$ cat config.mk
export PLATFORM = sky130hd
export DESIGN_NAME = mwadd_seq
export DESIGN_NICKNAME = d
export VERILOG_FILES = /design/src/rtl/mwadd_pkg.sv /design/src/rtl/mwadd_chunk_ctr.sv /design/src/rtl/mwadd_seq.sv
export SDC_FILE = /design/constraint.sdc
export NUM_CORES = 2
export LEC_CHECK = 0
export CORE_AREA = 2 2 376 378
export CTS_CLUSTER_DIAMETER = 150
export CTS_CLUSTER_SIZE = 10
export DETAILED_ROUTE_END_ITERATION = 7
export DIE_AREA = 0 0 378 380
export PLACE_DENSITY = 0.56
export SETUP_SLACK_MARGIN = 0.1
export SKIP_CTS_REPAIR_TIMING = 1
export SLEW_MARGIN = 20
export SYNTH_ARGS = -nofsm -noshare
export SYNTH_HDL_FRONTEND = slang
export SYNTH_SLANG_ARGS = --single-unit
export TNS_END_PERCENT = 100
$ cat constraint.sdc
create_clock -name clk -period 32.2 [get_ports clk]
set_input_delay 3.22 -clock clk [delete_from_list [all_inputs] [get_ports clk]]
set_output_delay 3.22 -clock clk [all_outputs]
set_load 0.01 [all_outputs]
$ cat src/rtl/mwadd_pkg.sv
// mwadd_pkg: shared FSM state type and default geometry for the multi-word adder sequencer.
package mwadd_pkg;
  localparam int CHUNK_W = 64;
  localparam int N_CHUNKS_DEF = 4;
  localparam int HOLD_DEF = 2;
  typedef enum logic [1:0] {IDLE, RUN, DONE} state_e;
endpackage

$ cat src/rtl/mwadd_chunk_ctr.sv
// mwadd_chunk_ctr: chunk index k and hold-phase counter c for the sequencer.
module mwadd_chunk_ctr
  import mwadd_pkg::*;
#(
  parameter int N_CHUNKS = N_CHUNKS_DEF,
  parameter int HOLD = HOLD_DEF,
  parameter int KW = 2,
  parameter int CW = 2
) (
  input  logic          clk,
  input  logic          rst,
  input  logic          clr,
  input  logic          en,
  output logic [KW-1:0] k,
  output logic [CW-1:0] c,
  output logic          last_phase,
  output logic          last_chunk
);
  logic [KW-1:0] k_q, k_d;
  logic [CW-1:0] c_q, c_d;
  always_comb begin
    k_d = clr ? '0 : (en && last_phase) ? k_q + KW'(1) : k_q;
    c_d = (clr || (en && last_phase)) ? '0 : en ? c_q + CW'(1) : c_q;
  end
  always_ff @(posedge clk or posedge rst) begin
    if (rst) begin
      k_q <= '0;
      c_q <= '0;
    end else begin
      k_q <= k_d;
      c_q <= c_d;
    end
  end
  assign k = k_q;
  assign c = c_q;
  assign last_phase = c_q == CW'(HOLD);
  assign last_chunk = k_q == KW'(N_CHUNKS - 1);
endmodule

$ cat src/rtl/mwadd_seq.sv
// mwadd_seq: sequences a wide add through an external registered 64-bit adder, one chunk per HOLD+1 cycles.
// Define MWADD_SUB_EN to add the op_sub input (a - b via inverted b and forced carry-in).
module mwadd_seq
  import mwadd_pkg::*;
#(
  parameter int N_CHUNKS = N_CHUNKS_DEF,
  parameter int HOLD = HOLD_DEF
) (
  input  logic                          clk,
  input  logic                          rst,
  input  logic                          in_valid,
  output logic                          in_ready,
  input  logic [CHUNK_W*N_CHUNKS-1:0]   op_a,
  input  logic [CHUNK_W*N_CHUNKS-1:0]   op_b,
  input  logic                          op_cin,
`ifdef MWADD_SUB_EN
  input  logic                          op_sub,
`endif
  output logic [CHUNK_W-1:0]            add_a,
  output logic [CHUNK_W-1:0]            add_b,
  output logic                          add_cin,
  input  logic [CHUNK_W-1:0]            add_sum,
  input  logic                          add_cout,
  output logic                          out_valid,
  input  logic                          out_ready,
  output logic [CHUNK_W*N_CHUNKS-1:0]   out_sum,
  output logic                          out_cout
);
  localparam int W = CHUNK_W * N_CHUNKS;
  localparam int KW = N_CHUNKS > 1 ? $clog2(N_CHUNKS) : 1;
  localparam int CW = HOLD > 0 ? $clog2(HOLD + 1) : 1;
  state_e state_q, state_d;
  logic [W-1:0] a_q, a_d, b_q, b_d, sum_q, sum_d;
  logic cin_q, cin_d, sub_q, sub_d, carry_q, carry_d, cout_q, cout_d;
  logic [KW-1:0] k;
  logic [CW-1:0] c;
  logic last_phase, last_chunk, accept, run, capture;
  assign accept = in_valid && state_q == IDLE;
  assign run = state_q == RUN;
  assign capture = run && last_phase && c == CW'(HOLD);
  mwadd_chunk_ctr #(.N_CHUNKS(N_CHUNKS), .HOLD(HOLD), .KW(KW), .CW(CW)) u_ctr (
    .clk(clk), .rst(rst), .clr(accept), .en(run),
    .k(k), .c(c), .last_phase(last_phase), .last_chunk(last_chunk)
  );
  always_comb begin
    state_d = state_q;
    a_d = a_q;
    b_d = b_q;
    cin_d = cin_q;
    sub_d = sub_q;
    sum_d = sum_q;
    carry_d = carry_q;
    cout_d = cout_q;
    if (accept) begin
      state_d = RUN;
      a_d = op_a;
      b_d = op_b;
      cin_d = op_cin;
`ifdef MWADD_SUB_EN
      sub_d = op_sub;
`endif
    end
    if (capture) begin
      sum_d[k*CHUNK_W +: CHUNK_W] = add_sum;
      carry_d = add_cout;
      if (last_chunk) begin
        cout_d = add_cout;
        state_d = DONE;
      end
    end
    if (state_q == DONE && out_ready) state_d = IDLE;
  end
  always_ff @(posedge clk or posedge rst) begin
    if (rst) begin
      state_q <= IDLE;
      a_q <= '0;
      b_q <= '0;
      cin_q <= 1'b0;
      sub_q <= 1'b0;
      sum_q <= '0;
      carry_q <= 1'b0;
      cout_q <= 1'b0;
    end else begin
      state_q <= state_d;
      a_q <= a_d;
      b_q <= b_d;
      cin_q <= cin_d;
      sub_q <= sub_d;
      sum_q <= sum_d;
      carry_q <= carry_d;
      cout_q <= cout_d;
    end
  end
  // chunk 0 takes the wide carry-in (forced to 1 when subtracting), later chunks the previous carry
  assign add_a = run ? a_q[k*CHUNK_W +: CHUNK_W] : '0;
  assign add_b = run ? b_q[k*CHUNK_W +: CHUNK_W] ^ {CHUNK_W{sub_q}} : '0;
  assign add_cin = run ? (k == '0 ? (cin_q | sub_q) : carry_q) : 1'b0;
  assign in_ready = state_q == IDLE;
  assign out_valid = state_q == DONE;
  assign out_sum = sum_q;
  assign out_cout = cout_q;
endmodule

## Word level (Yosys, flattened, before mapping)

Cells that the tools add are included.

| storage, ports and cells | value |
|---|---|
| bits in registers | 777 |
| logic and storage cells | 43 |

| operators by class | value |
|---|---|
| add/sub/neg operators | 3 |
| equal/unequal tests | 4 |
| shifts and indexed selects | 4 |
| multiplexer cells | 13 |
| reduce and logical (&&, ||, !) cells | 10 |

Operator list:

| cell | count |
|---|---|
| $shiftx 256x9->64 | 2 |
| $bwmux 256 | 1 |
| $shift 64x34->256 const A | 1 |
| $shiftx 64x34->256 | 1 |
| $mux 64 | 2 |
| $neg 8->34 | 1 |
| $mux 2 | 8 |
| $eq 2x2->1 const B | 3 |
| $add 2x1->2 const B | 2 |
| $logic_and 1x1->1 | 4 |
| $logic_not 2->1 | 2 |
| $reduce_bool 2->1 | 2 |
| $eq 2x1->1 const B | 1 |
| $mux 1 | 2 |
| $reduce_and 2->1 | 1 |
| $logic_or 1x1->1 | 1 |

## Longest topological paths before layout

| depth | value |
|---|---|
| word-level depth | 6 |
| gate-level depth with buffers | 13 |
| mapped depth without buffers | 5 |

## Modules after synthesis

Synthesis repeated with hierarchy kept, for this count alone.

| unflattened totals | value |
|---|---|
| cell total of the unflattened synthesis | 2580 |
| area total of the unflattened synthesis | 34266.6 um^2 |

By module, submodules not included:

| module | instances | cells an instance | area each (um^2) | sequential area each (um^2) |
|---|---|---|---|---|
| mwadd_seq | 1 | 2561 | 34053.9 | 19343.6 |
| mwadd_chunk_ctr | 1 | 19 | 212.7 | 100.1 |

## Least setup slack after synthesis

Ideal clock, no wire load.

| path | value |
|---|---|
| kind | register -> output |
| from | reg u_ctr.k_q[1] (netlist: u_ctr.k[1]) |
| to | out add_cin |
| data arrival time | 1.746 ns |
| required time | 28.980 ns |
| path slack | 27.234 ns |
| cell stages (with the launch flop) | 9 |
| path through | dfrtp_1 clkbuf_2 buf_2 buf_2 buf_2 inv_1 ha_1 mux2i_1 nor2_1 |

| between the ends | value |
|---|---|
| word-level cells in the longest chain between the ends | 3 |

Ends and longest elaborated chain:

| item | line | RTL |
|---|---|---|
| start, declared | mwadd_chunk_ctr.sv:19 | `logic [KW-1:0] k_q, k_d;` |
| start signal, assigned | mwadd_chunk_ctr.sv:30 | `k_q <= k_d;` |
| $logic_not 2->1 | mwadd_seq.sv:97 | `assign add_cin = run ? (k == '0 ? (cin_q \| sub_q) : carry_q) : 1'b0;` |
| $mux 1 (2 in a row) | mwadd_seq.sv:97 |  |
| end, declared | mwadd_seq.sv:21 | `output logic add_cin,` |

Every way passes these cells.

## Worst setup path after layout

| path | value |
|---|---|
| from | reg u_ctr.k_q[1] (netlist: u_ctr.k[1]) |
| to | out add_a[31] |

| between the ends | value |
|---|---|
| word-level cells in the longest chain between the ends | 2 |

Ends and longest elaborated chain:

| item | line | RTL |
|---|---|---|
| $shiftx 256x9->64 | mwadd_seq.sv:95 | `assign add_a = run ? a_q[k*CHUNK_W +: CHUNK_W] : '0;` |
| $mux 64 | mwadd_seq.sv:95 |  |
| end, declared | mwadd_seq.sv:19 | `output logic [CHUNK_W-1:0] add_a,` |

Every way passes these cells.

==> out/qor.txt <==
outcome -> finished clean
r2r setup slk -> 26.91 ns
DRC viols -> 0
vias in the first global route -> 23.4k
global-route wire length before repair -> 163 mm
most frequent cells in the layout -> clkdlybuf4s50_1 (969), dfrtp_1 (775), mux2_2 (515)
hold endpoint -> out_sum[51]
Die ar. -> 144000 um2
clock buffer depth -> 3
multi-input logic area -> 12300 um2
CP Cell Sequence -> buf_4 > buf_4 > mux4_2 > nor2b_1 > clkdlybuf4s50_1
Synth area leader -> dfrtp_1
CP peak stage delay -> 0.80 ns
Syn Area/Cell -> 15.3 um2
Inst Count DP -> 4854
io pins -> 970
RSZ-0062 raised after global routing -> no
Clk pin slew, worst setup/hold paths -> 0.06 ns
clock insertion delay at the later pin of the skew report -> 0.67 ns
fin crit share -> 23.7%
# clock sinks -> 777
R2R cell count -> 7
fin. max-slew vios -> 0
layout cells sized above 1 -> 25.5%
gr ovfl total -> 0
hold path start -> out_sum[51]
final non-filler cell total -> 4966
max_slew headroom -> 31.3%
FMAX -> 131 MHz
Routed WL -> 113 mm
Vias -> 22.0k
largest net degree at the start of global routing -> 149
Hold Crit Class -> reg2reg
Critical Path Start -> u_ctr.k[1]
Power Density -> 98.2 nW/um2
post-route setup slack -> 24.56 ns
sum of negative setup slack -> 0 ns
top cells by area, synth -> dfrtp_1 (59%), mux2_2 (18%), mux4_2 (8.8%), a22o_1 (5.1%), nor2b_1 (2.5%)
Area Overhead vs Synth -> 42.4%
Initial Util -> 23.5%
FF-to-FF End -> a_q[173]
core area -> 139000 um2
sequential cell area -> 19500 um2
slowest library cell on the worst path -> dfrtp_4
Leak Pwr -> 19.0 nW
Syn Inst Count -> 2139
Root Buffer -> clkbuf_16
Std-Cell Rows -> 137
nets -> 3656
Critical Path Sink Type -> primary output
mux cell area share after synthesis -> 26.6%
adder-cell share of the synthesized area -> 0.230%
CTS H-Tree Depth -> 3
GP Congestion -> 0.807
die width -> 378 um
Synthesis Warnings -> 0
worst vdd rail ir drop -> 0.0469 mV
most common cell after layout, fill and taps aside -> clkdlybuf4s50_1
Netlist cell types -> 29
CP max FO -> 42
GRT Resource Usage Total -> 15.3%
simple-gate portion of the synthesized area -> 4.52%
initial DRC count -> 1186
mapped cell area -> 32700 um2
initial antenna violation count -> 30
final hold vios -> 0
XOR/XNOR Fraction of Synth Area -> 0.0268%
Setup WS pre-CTS -> 23.85 ns
register bit total from synthesis -> 777
RR Startpoint -> state_q[0]
critical path's most frequent cell -> buf_4
Final HPWL DP -> 80.8 mm
Setup Skew -> 0.0191 ns
final setup violation count -> 0
nature of the critical path startpoint -> flip-flop
DR vias/cell -> 4.43
Compound-Gate Fraction of Synth Area -> 6.23%
CTS tree -> done
kind of critical path -> reg2out
sequential element share of the synthesized area -> 59.5%
CTS Buf Count -> 87
Hold Path Depth -> 2
FILL cells -> 13.8k
Worst Tran Pin Value -> 1.03 ns
syn nets -> 2727
Final ANT Viol Nets -> 0
Critical Path RT -> 28.98 ns
largest family of logic cells by synthesized area -> multiplexers
Pre-antenna DRT Iters -> 4
top cell type's share of synthesized area -> 59.5%
max cap viols -> 0
Avg WL per Cell -> 22.7 um
Worst Path Arrival -> 4.42 ns
Final Critical Period -> 7.64 ns
port bufs -> 969
Die Y -> 380 um
metrics by stage:
| step | hold slack, ns | instance area [um2] | util (%) | total power [mW] |
|---|---|---|---|---|
| final | 0.477 | 46500 | 33.4 | 4.57 |
| after global routing | 0.495 | 46500 | 33.4 | 4.84 |
| after CTS | 0.482 | 46500 | 33.4 | 4.65 |
| after detailed placement | 0.469 | 44100 | 31.7 | 3.74 |
| after global placement | 0.462 | 44100 | 31.7 | 3.72 |
| after floorplan | 0.451 | 32700 | - | 2.75 |
kinds of logic after synthesis:
kind of cell | after synthesis
XOR/XNOR | 1
multiplexers | 645
AO/OA/AOI/OAI | 261
adder cells (fa/ha/maj) | 6
AND/OR/NAND/NOR | 280
flip-flops | 777
buffers and inverters | 169
sequential cells by signal, indices dropped and copies added, names as in the netlist:
| signal | cells |
|---|---|
| u_ctr.c | 2 |
| out_cout | 1 |
| a_q | 256 |
| b_q | 256 |
| state_q | 2 |
| carry_q | 1 |
| u_ctr.k | 2 |
| cin_q | 1 |
| out_sum | 256 |
how the worst max path moves through the flow:
stage                           end  slack, ns
after global placement      a_q[30]      23.82
after global routing       a_q[158]      24.07
after CTS                 add_a[31]      24.29
after floorplan              a_q[0]       7.17
after detailed placement    a_q[30]      23.85
final                     add_a[31]      24.56
layout make-up:
cell class | instances | area share, %
clock buffer | 88 | 4.69
antenna | 15 | 0.0807
multi-input combinational | 1193 | 26.5
sequential | 777 | 41.8
inverter | 5 | 0.0565
tap | 1876 | 5.04
timing repair buffer | 1004 | 21.5
clock inverter | 8 | 0.320
Yosys cell counts:
| cell | n |
|---|---|
| nand4b_2 | 1 |
| nor2b_1 | 129 |
| nand3b_1 | 2 |
| nand2_1 | 129 |
| clkbuf_1 | 49 |
| ha_1 | 6 |
| buf_6 | 12 |
| a2bb2oi_1 | 1 |
| xnor2_1 | 1 |
| nor4_4 | 2 |
| buf_2 | 64 |
| nor2_1 | 8 |
| nor4bb_1 | 1 |
| nor4b_4 | 1 |
| o21ai_0 | 66 |
| buf_1 | 3 |
| clkbuf_2 | 1 |
| buf_4 | 35 |
| dfrtp_1 | 777 |
| nor3_1 | 1 |
| mux4_2 | 128 |
| a22o_1 | 191 |
| inv_1 | 5 |
| and2_1 | 1 |
| o31ai_1 | 3 |
| nand4b_1 | 3 |
| mux2_2 | 515 |
| mux2i_1 | 2 |
| nand2b_1 | 2 |
report_power, final:
group	switching (mW)	total [mW]	leakage (nW)	internal [mW]
Combinational	0.810	1.99	8.00	1.18
Sequential	0.271	1.70	9.82	1.43
Clock	0.397	0.879	1.14	0.481
metal layers:
layer  vias up  track usage (%)  wire length [um]
met3       186             6.29             10800
met4        26             5.73              3690
met5         -                0               169
met2       799             25.2             54300
met1     11300             17.8             43700
li1       9687                -                 -
worst max-delay path: cells and delay by family (launching register included):
family / cells / cell delay [ns]
buffers and inverters: 3 / 2.10
multiplexers: 1 / 0.33
flip-flops: 1 / 0.80
AND/OR/NAND/NOR: 1 / 0.38
Power figures use the tool's default switching activity.
